[src/rtl/ras_spec_ctrl.sv]
// ras_spec_ctrl
//
// Speculation controller between fetch-stage call/return decode and a
// 16-entry return address stack (RAS). Every speculative stack operation
// is recorded in an undo log. Commits retire the oldest entry. A flush
// unwinds the uncommitted entries youngest-first with compensating stack
// operations, which puts the stack back in its committed state.
//
// Ports
//   clk               clock
//   reset             asynchronous active-high reset
//   call_valid_i      fetch decoded a call this cycle
//   call_ret_addr_i   return address of that call
//   ret_valid_i       fetch decoded a return this cycle
//   ras_pop_addr_i    current top of stack (combinational from the stack)
//   ras_empty_i       stack empty flag
//   commit_i          oldest logged op resolved on the correct path
//   flush_i           mispredict, discard all uncommitted ops
//   ras_push_o        push strobe to the stack
//   ras_push_addr_o   push data
//   ras_pop_o         pop strobe to the stack
//   pred_ret_valid_o  return prediction valid
//   pred_ret_addr_o   predicted return target
//   ready_o           call/ret can be accepted this cycle
//   recovering_o      undo sequence in progress
//   log_count_o       occupied undo-log entries
//
// FSM states
//   state   | meaning
//   --------+-----------------------------------------------------------
//   IDLE    | accept call/ret, log them, retire on commit
//   UNDO    | replay one compensating op per cycle, youngest entry first

module ras_spec_ctrl #(
    parameter int LOG_DEPTH = 8,
    parameter int ADDR_W    = 64
) (
    input  logic                         clk,
    input  logic                         reset,
    input  logic                         call_valid_i,
    input  logic [ADDR_W-1:0]            call_ret_addr_i,
    input  logic                         ret_valid_i,
    input  logic [ADDR_W-1:0]            ras_pop_addr_i,
    input  logic                         ras_empty_i,
    input  logic                         commit_i,
    input  logic                         flush_i,
    output logic                         ras_push_o,
    output logic [ADDR_W-1:0]            ras_push_addr_o,
    output logic                         ras_pop_o,
    output logic                         pred_ret_valid_o,
    output logic [ADDR_W-1:0]            pred_ret_addr_o,
    output logic                         ready_o,
    output logic                         recovering_o,
    output logic [$clog2(LOG_DEPTH):0]   log_count_o
);

    localparam int PW = $clog2(LOG_DEPTH);
    localparam int CW = PW + 1;

    localparam logic [0:0] ST_IDLE = 1'b0;
    localparam logic [0:0] ST_UNDO = 1'b1;

    // Entry kind: what the speculative op did to the stack
    localparam logic KIND_POP  = 1'b0;
    localparam logic KIND_PUSH = 1'b1;

    logic [0:0]        state_q, state_d;
    logic [PW-1:0]     head_q, head_d;
    logic [PW-1:0]     tail_q, tail_d;
    logic [CW-1:0]     count_q, count_d;
    logic              armed_q;

    logic              log_kind_q [LOG_DEPTH];
    logic [ADDR_W-1:0] log_addr_q [LOG_DEPTH];

    logic              is_idle;
    logic              is_undo;
    logic              accept_call;
    logic              accept_ret;
    logic              append;
    logic              retire;
    logic [PW-1:0]     undo_idx;
    logic              undo_kind;
    logic [ADDR_W-1:0] undo_addr;
    logic [CW-1:0]     count_after_retire;

    // armed_q keeps ready_o low during reset and for the first cycle after
    // release, so every output is zero until the controller has seen a clock.
    always_ff @(posedge clk or posedge reset) begin
        if (reset) begin
            armed_q <= 1'b0;
        end else begin
            armed_q <= 1'b1;
        end
    end

    always_comb begin
        is_idle = (state_q == ST_IDLE);
        is_undo = (state_q == ST_UNDO);
        ready_o = armed_q && is_idle && (count_q < CW'(LOG_DEPTH));

        // A flush cancels anything fetch presents in the same cycle. A call
        // takes priority over a simultaneous return.
        accept_call = ready_o && call_valid_i && !flush_i;
        accept_ret  = ready_o && ret_valid_i && !call_valid_i &&
                      !ras_empty_i && !flush_i;
        append      = accept_call || accept_ret;
        retire      = is_idle && commit_i && (count_q != '0);

        undo_idx  = tail_q - PW'(1);
        undo_kind = log_kind_q[undo_idx];
        undo_addr = log_addr_q[undo_idx];
    end

    always_comb begin
        ras_push_o       = 1'b0;
        ras_push_addr_o  = '0;
        ras_pop_o        = 1'b0;
        pred_ret_valid_o = 1'b0;
        pred_ret_addr_o  = '0;
        recovering_o     = is_undo;
        log_count_o      = count_q;

        if (is_undo) begin
            // Compensate the youngest entry: a logged push is undone by a pop,
            // a logged pop is undone by pushing back the address it removed.
            if (undo_kind == KIND_PUSH) begin
                ras_pop_o = 1'b1;
            end else begin
                ras_push_o      = 1'b1;
                ras_push_addr_o = undo_addr;
            end
        end else if (accept_call) begin
            ras_push_o      = 1'b1;
            ras_push_addr_o = call_ret_addr_i;
        end else if (accept_ret) begin
            ras_pop_o        = 1'b1;
            pred_ret_valid_o = 1'b1;
            pred_ret_addr_o  = ras_pop_addr_i;
        end
    end

    always_comb begin
        state_d            = state_q;
        head_d             = head_q;
        tail_d             = tail_q;
        count_d            = count_q;
        count_after_retire = count_q - CW'(retire);

        if (is_idle) begin
            if (append) begin
                tail_d = tail_q + PW'(1);
            end
            if (retire) begin
                head_d = head_q + PW'(1);
            end
            count_d = count_after_retire + CW'(append);
            // Commit in the flush cycle is applied before deciding whether
            // anything is left to unwind.
            if (flush_i && (count_after_retire != '0)) begin
                state_d = ST_UNDO;
            end
        end else begin
            tail_d  = tail_q - PW'(1);
            count_d = count_q - CW'(1);
            if (count_q <= CW'(1)) begin
                state_d = ST_IDLE;
            end
        end
    end

    always_ff @(posedge clk or posedge reset) begin
        if (reset) begin
            state_q <= ST_IDLE;
            head_q  <= '0;
            tail_q  <= '0;
            count_q <= '0;
        end else begin
            state_q <= state_d;
            head_q  <= head_d;
            tail_q  <= tail_d;
            count_q <= count_d;
        end
    end

    // Log payload needs no reset: entries are only read below a valid count.
    always_ff @(posedge clk) begin
        if (append) begin
            log_kind_q[tail_q] <= accept_call ? KIND_PUSH : KIND_POP;
            log_addr_q[tail_q] <= accept_call ? call_ret_addr_i : ras_pop_addr_i;
        end
    end

endmodule

[config.mk]
export PLATFORM = sky130hd
export DESIGN_NAME = ras_spec_ctrl
export DESIGN_NICKNAME = d
export VERILOG_FILES = /design/src/rtl/ras_spec_ctrl.sv
export SDC_FILE = /design/constraint.sdc
export NUM_CORES = 1
export LEC_CHECK = 0
export BUFFER_PORTS_ARGS = -buffer_cell sky130_fd_sc_hd__buf_2
export CORE_MARGIN = 8
export CORE_UTILIZATION = 40
export CTS_CLUSTER_DIAMETER = 30
export DETAILED_ROUTE_END_ITERATION = 6
export SETUP_SLACK_MARGIN = 0.5
export SYNTH_ARGS = -nofsm -noshare
export SYNTH_HDL_FRONTEND = slang
export SYNTH_SLANG_ARGS = --single-unit
[constraint.sdc]
create_clock -name clk -period 21 [get_ports clk]
set_clock_uncertainty 0.1 [all_clocks]
set_input_delay 6.3 -clock clk [delete_from_list [all_inputs] [get_ports clk]]
set_output_delay 6.3 -clock clk [all_outputs]
set_load 0.02 [all_outputs]
; ---- After elaboration in Yosys (flattened, before gate mapping)
; Memory sizes are Yosys's and may differ from the RTL's.
; Index checks and enable logic that the tools add are counted.
[totals]
ff_bits = 9
mem_bits_rw = 520
input_bits = 135
out_inout_bits = 137
word_cells = 55
mem_count = 2
[op_classes]
add_sub_neg = 5
n_lt_le_gt_ge = 2
mux = 23
bitwise = 1
n_reduce_logical = 18
[mem_list]
columns = memory, depth, word_bits, rd, rd_clocked_by_memory_dff, write_ports, line
row1 = log_addr_q, 8, 64, 1, 0, 1, 74  ; logic [ADDR_W-1:0] log_addr_q [LOG_DEPTH];
row2 = log_kind_q, 8, 1, 1, 0, 1, 73  ; logic log_kind_q [LOG_DEPTH];
[op_table]
columns = cell, n
row1 = 64-bit two-way mux, 7
row2 = 1-bit two-way mux, 13
row3 = 1-bit logical AND, 11
row4 = 4-bit nonzero test, 2
row5 = 3-bit two-way mux, 2
row6 = 4-bit by 1-bit adder with 4-bit output, 1
row7 = "4-bit by 1-bit less-or-equal comparator with 1-bit output, second input constant", 1
row8 = "4-bit less-than comparator, second input constant", 1
row9 = 4-bit two-way mux, 1
row10 = 4-bit by 1-bit subtractor with 4-bit output, 1
row11 = "4-bit by 1-bit subtractor with 4-bit output, second input constant", 1
row12 = "3-bit by 1-bit adder with 3-bit output, second input constant", 1
row13 = 1-bit logical NOT, 3
row14 = "3-bit by 1-bit subtractor with 3-bit output, second input constant", 1
row15 = 2-bit nonzero test, 1
row16 = 1-bit logical OR, 1
row17 = 1-bit inverter, 1

; ---- Longest topological paths before layout
; Gate-level depths: netlist of run 1.
[depth]
word_depth = 10
depth_mapped = 12

; ---- Worst setup path after synthesis of run 1
; Ideal clock, no wire load.
[synth_timing]
kind = input to output
start = input flush_i
end = output ras_push_addr_o[54]
arrival_ns = 7.429
path_slack_ns = 7.171
path_stages = 6
n_path_buf = 1
path_cell_list = nor4b_2 > nand2_1 > inv_1 > clkbuf_1 > nand2_1 > o21ai_1
[synth_between]
elab_chain_len = 4
[synth_rtl]
columns = item, line
row1 = from (decl), 46  ; input logic flush_i,
row2 = 1-bit logical NOT, 104  ; accept_call = ready_o && call_valid_i && !flush_i;
row3 = 1-bit logical AND, 104
row4 = named net accept_call, 78  ; logic accept_call;
row5 = 64-bit two-way mux, 133  ; end else if (accept_call) begin
row6 = 64-bit two-way mux, 124  ; if (is_undo) begin
row7 = to (decl), 48  ; output logic [ADDR_W-1:0] ras_push_addr_o,
; The timed path passes the listed nets, and every way through them passes these cells.

; ---- Worst setup path in the final report of run 1
[layout_timing]
start = input flush_i
end = output ras_push_addr_o[58]
[layout_between]
elab_chain_len = 4
[layout_rtl]
columns = item, line
row1 = 1-bit logical NOT, 104
row2 = 1-bit logical AND, 104
row3 = 64-bit two-way mux, 133
row4 = 64-bit two-way mux, 124
; Every way passes these cells.

==> impl_results.md, run 1 <==
* Cell area after layout at 27430 sq um
* Crit Path Category: in2out
* Routed WL per cell at 21.46 um
* Internal power at around 2800 uW
* Antenna violations before repair at 0
* # DRC at 0
* Initial Util at 0.4043
* Seq/Total Area, Yosys at 0.7295
* Peak VDD IR at 123.6 uV
* Critical path fanouts, max at between 70 and 80
* PortBufs at 271
* CTS Buf Count at ~110
* Worst setup EP type: output pin
* Final Slew Violations at 0
* Max-slew headroom at 0.2814
* Final Setup Violations at 0
* Reg2Reg Depth at 9
* RSZ-0062 raised after global routing: false
* Synth warn at 0
* CTS tree: built
* FMAX at 66.13 MHz
* Die width at 249.0 um
* CTS clk-pin slew, worst paths at roughly 0.04 ns
* Worst EP required at 14.60 ns
* Final hold violation count at 0
* Syn Std Cell Area at 21710 sq um
* Routed WL at approximately 50000 um
* I/O pins at 272
* FILL cells at roughly 4300
* GRT Resource Usage Total at 0.1593
* Post-route ant nets at 0
* Post-synth top area share at 0.7191
* Post-Syn Area per Cell at 18.22 sq um
* Postcts setup bufs at 0
* Layout area overhead at 26.33%
* Primary FF master, synth: edfxtp_1
* Fin crit share at 0.7201
* Most common cell after layout, fill and taps aside: edfxtp_1
* Aggregate global routing overflow at 0
* Net Count, Synth at 1335
* Vias per Instance at 5.089
* First-pass GRT wire length at 76140 um
* Critical Path Sink: ras_push_addr_o[58]
* Die Ht at 249.0 um
* Cts repair resizes at 0
* R2r setup slk at 15.55 ns
* Worst Tran Pin Value at 1.078 ns
* Distinct cells, synth at 36
* Ys async rst share at 0.01701
* Core area at 53710 sq um
* Clk root buf: clkbuf_16
* NetSw at 1191 uW
* LEAKAGE at around 0.01 uW
* Logic pwr share at 0.284
* Setup TNS at 0 ns
* EDFF count, synth at 520
* WP data arrival at 8.72 ns
* Gpl congestion at roughly 0.73
* H-tree Lvls at 3
* RR Startpoint: recovering_o
* Hold/Removal Path Class: reg2reg
* DRT Pass-1 Iters at 5
* Cell taking the most area after synthesis: edfxtp_1
* Site Rows at 85
* Synth area leaders: edfxtp_1 72%, mux4_2 13%, nand2_1 3.5%, mux2i_1 3.0%, and2_1 1.8%
* Crit path from: flush_i
* DR iter-0 viols at between 600 and 700
* Clock power share at 0.410
* Sequential share of power at 0.306
* Layout cells sized above 1 at 0.3724
* Detailed Place HPWL at 27460 um
* Via count at 11761
* Most frequent cells in the layout: 520 x edfxtp_1, 271 x buf_2, 200 x nand2_1
* Post-cts hold buffer count at 0
* Final nets at about 1700
* Outcome: completed
* Switch share at 0.2961
* Vias in the first global route at 12962
* Reg-to-Reg End: log_addr_q[3][61]
* Post-DP Area at 23840 sq um
* Final min period at 15.12 ns
* Flops & latches, synth at 529
* Clk sink count at 529
* Pwr Density at 146.7 nW/um^2
* Clock Tree Buf Depth at 3
* Startpoint types: input pin
* Worst-skew pair later-pin latency at 0.61 ns
* Largest net degree at the start of global routing at 75
* Max-Cap Viols at 0
* Die Footprint at 61990 sq um
* Synth Instances at between 1000 and 1500
## critical path, stage by stage
cell     delay, ns
buf_2         0.11
nor4b_2       0.35
nand2_4       0.53
inv_2         0.15
buf_4         0.71
nand2_1       0.17
o21ai_1       0.16
buf_2         0.20
## power by group through the flow
stage / combinational, uW / sequential, uW / clock (uW)
3_3_place_gp: 1170 / 1250 / 0
4_1_cts: 1180 / 1230 / 1680
2_1_floorplan: 868 / 1230 / 0
3_5_place_dp: 1180 / 1250 / 0
5_1_grt: 1240 / 1230 / 1730
6_report: 1140 / 1230 / 1650
## layout make-up
cell class / count / area [sq um] / area share
antenna: 1 / 2.502 / 0.00009122
clock buffer: 125 / 2809 / 0.1024
clock inverter: 72 / 777.0 / 0.02833
inverter: 10 / 37.54 / 0.001368
multi-input combinational: 584 / 5562 / 0.2027
sequential: 529 / 15840 / 0.5776
tap: 696 / 870.8 / 0.03175
timing repair buffer: 294 / 1529 / 0.05574
## metrics by stage
step	power, uW	utilization	instances	hold slack (ns)	setup WS [ns]
3_3_place_gp	2423	0.4439	2113	0.4331	5.840
3_5_place_dp	2427	0.4439	2113	0.4456	5.771
6_report	4024	0.5108	2311	0.4479	5.878
4_1_cts	4091	0.5107	2310	0.4512	5.766
5_1_grt	4201	0.5107	2310	0.4709	5.576
2_1_floorplan	2098	-	1192	0.4665	7.171
## flip-flops by register name, indices dropped and copies added (netlist names)
signal and cells:
recovering_o 1, log_addr_q 512, armed_q 1, log_kind_q 8, log_count_o 4, tail_q 3
## layer usage
layer / share of wire / GRT usage / vias up
li1: - / - / 5385
met1: 0.43 / 0.1986 / 5998
met2: 0.50 / 0.2764 / 308
met3: 0.045 / 0.03234 / 70
met4: 0.019 / 0.05249 / 0
met5: 0 / 0 / -
## worst min path at each step
stage                endpoint  slack [ns]  cells after the start           start
2_1_floorplan       tail_q[2]        0.47                      2       tail_q[2]
3_3_place_gp   log_count_o[0]        0.43                      1  log_count_o[0]
3_5_place_dp   log_count_o[0]        0.45                      1  log_count_o[0]
4_1_cts        log_count_o[0]        0.45                      1  log_count_o[0]
5_1_grt        log_count_o[0]        0.47                      1  log_count_o[0]
6_report       log_count_o[0]        0.45                      1  log_count_o[0]
## logic make-up after synthesis
group	Yosys count	share of synthesized area
adders and majority gates	8	0.004610
DFF	529	0.7295
and+or+nand+nor	293	0.06045
muxes	195	0.1648
other	1	0.0001727
xor gates and xnor gates	6	0.002421
buffers and inverters	79	0.01855
AOI/OAI and AO/OA	81	0.01948
## synth_stat cells, drive strengths merged, types with 5 or more instances
master,count
edfxtp,520
nand2,202
mux4,130
o21ai,70
mux2i,65
and2,64
buf,40
clkbuf,29
nor2,11
inv,10
dfrtp,9
ha,8
a21oi,5
(Power assumes the default switching activity.)
==> inputs of run 2 (changes only) <==
- ABC_AREA: default -> 1
- clock period: 21 -> 12.2 ns (I/O delays scaled with it)
==> impl_results.md, run 2 <==
* Outcome: complete, but fails checks
* Failing checks: DRC
* CTS tree: built
* DRT Pass-1 Iters at 7
* Utilization after layout at 0.4899
* Layout area overhead at 21.97%
* Layout cells sized above 1 at 0.1545
* H-tree Lvls at 3
* CTS Buf Count at 107
* Count leader, synth: nand2_1
* Synth Instances at 2779
* EDFF count, synth at 520
* Pwr Density at 269.8 nW/um^2
* Clk root buf: clkbuf_16
* Worst setup EP type: output pin
* Post-route ant nets at 0
* # DRC at 10
* Cell area after layout at 30730 sq um
* Crit path depth at 9
* Post-DP Area at 27130 sq um
* Hold/Removal Path Class: reg2reg
* R2r setup slk at 7.52 ns
* Critical Path Sink: ras_push_addr_o[31]
* Initial Util at 0.4017
* Die Ht at 267.0 um
* Setup WS post-layout at 2.991 ns
* GRT Resource Usage Total at 0.1784
* Routed WL per cell at around 16 um
* Reg-to-Reg End: log_addr_q[1][34]
* Post-synth top area share at 0.6197
* Net Count, Synth at 2922
* RSZ-0062 raised after global routing: false
* Largest net degree at the start of global routing at 139
* Seq/Total Area, Yosys at 0.6286
* Antenna violations before repair at 0
* I/O pins at 272
* Max reg flops at 512
* Detailed Place HPWL at 35390 um
* Startpoint types: register
* Peak VDD IR at 330.3 uV
* Clock Tree Buf Depth at 3
* CP dominant cell by count: nand3_1
* CP peak stage delay at 1.06 ns
* Dpl ws at 3.119 ns
* FMAX at approximately 110 MHz
* Via count at 18656
* Gpl congestion at 0.7508
* Largest Register: log_addr_q
* Vias in the first global route at 18601
* Synth area leaders: edfxtp_1 62%, nand2_1 15%, inv_1 9.0%, nand3_1 6.6%, buf_2 1.3%
* Final hold violation count at 0
* Max-slew headroom at 0.1937
* Crit Path Category: reg2out
* First-pass GRT wire length at between 90000 and 100000 um
* Top Metal Used: met4
* Syn Std Cell Area at around 25000 sq um
* PortBufs at 271
* Reg2Reg Depth at 4
* Primary FF master, synth: edfxtp_1
* Most frequent cells in the layout: 996 x nand2_1, 601 x inv_1, 520 x edfxtp_1
* Worst-skew pair later-pin latency at 0.63 ns
* Cts repair resizes at 0
* Max-Cap Viols at 0
* Die width at 267.0 um
* Post-Syn Area per Cell at 9.067 sq um
* Core area at between 60000 and 70000 sq um
* CP Cell Sequence: inv_6 > ha_4 > inv_6 > nand3_1 > nand3_1 > nand2_4 > nand3_1 > nand2_1 > buf_2
* WP data arrival at roughly 5.5 ns
* RR Startpoint: tail_q[0]
* Site Rows at 92
* Fin crit share at 0.7548
* Post-cts hold buffer count at 0
* Crit path from: tail_q[0]
* Routed WL at approximately 65000 um
* Cell taking the most area after synthesis: edfxtp_1
* Clk sink count at approximately 530
* Die Footprint at 71280 sq um
* Wire length on met3 at 3487 um
* Cell family with most CP delay: simple AND/OR/NAND/NOR gates
* Final nets at 3185
* Final Slew Violations at 0
* LEAKAGE at between 0.01 and 0.015 uW
* Critical path fanouts, max at 88
* Most common cell after layout, fill and taps aside: nand2_1
* Final Setup Violations at 0
* Flops & latches, synth at 529
* Vias per Instance at 4.690
* Setup TNS at 0 ns
* Synth warn at 0
* DR iter-0 viols at 1047
* Final min period at about 9.2 ns
* Slowest CP cell: dfrtp_4
* Worst Tran Pin Value at 1.209 ns
* CP bufs+invs at 3
* Met2 wire length at roughly 33000 um
* Ys async rst share at 0.01701
* Antenna Cells at 0
* Aggregate global routing overflow at 0
* CTS clk-pin slew, worst paths at 0.05 ns
* Worst EP required at 8.44 ns
* Post-synth top cells: 997 x nand2_1, 604 x inv_1, 520 x edfxtp_1
* Postcts setup bufs at 0
* Distinct cells, synth at 25
* WL met1 at 27710 um
==> run 2: cell count changes after synthesis, moves of 4 or more <==
cell and delta:
o21ai_1 -21, o21ai_0 +24, mux2i_1 -65, mux4_2 -130, nor3_1 -4, nand3_1 +334
nand2_1 +795, buf_4 +26, inv_1 +594, buf_2 +40, and2_1 -64, nor2_1 +69
==> run 2: logic make-up after synthesis <==
kind of cell             share of synthesized area
AND/OR/NAND/NOR                             0.2294
other                                    0.0001488
adder cells (fa/ha/maj)                   0.003973
AO/OA/AOI/OAI                              0.01490
buffers and inverters                       0.1213
flip-flops                                  0.6286
XOR/XNOR                                  0.001689
==> run 2: through the flow <==
stage / total power [uW] / hold WS [ns] / instances
4_1_cts: 8373 / 0.4420 / 3978
3_3_place_gp: 5433 / 0.4344 / 3779
6_report: 8292 / 0.4488 / 3978
5_1_grt: 8795 / 0.4820 / 3978
2_1_floorplan: 4477 / 0.4433 / 2779
3_5_place_dp: 5478 / 0.4364 / 3779
==> run 2: worst min path at each step <==
stage,slack [ns],end,cells after the start,start
after global placement,0.43,log_count_o[0],1,log_count_o[0]
after detailed placement,0.44,log_count_o[0],1,log_count_o[0]
after global routing,0.48,log_count_o[0],1,log_count_o[0]
after floorplan,0.44,tail_q[1],2,tail_q[1]
final,0.45,log_count_o[0],1,log_count_o[0]
after CTS,0.44,log_count_o[0],1,log_count_o[0]
==> run 2: area by class of cell <==
type | instances | area [sq um]
clock buffer | 125 | 2766
clock inverter | 74 | 835.8
fill | 5637 | 32000
inverter | 605 | 2282
multi-input combinational | 1506 | 6412
sequential | 529 | 15850
tap | 846 | 1059
timing repair buffer | 293 | 1534
==> run 2: report_power, final <==
group          leakage [uW]  switching (uW)  internal [uW]
logic               0.00838            2340            893
registers           0.00479             100           2090
clock network       0.00174             939           1930
total                0.0149            3380           4920
==> run 2: per-layer routing <==
metal | global-route usage | vias to the layer above
met5 | 0 | -
met4 | 0.05926 | 0
met3 | 0.03049 | 109
met2 | 0.3134 | 477
met1 | 0.2212 | 8875
li1 | - | 9195
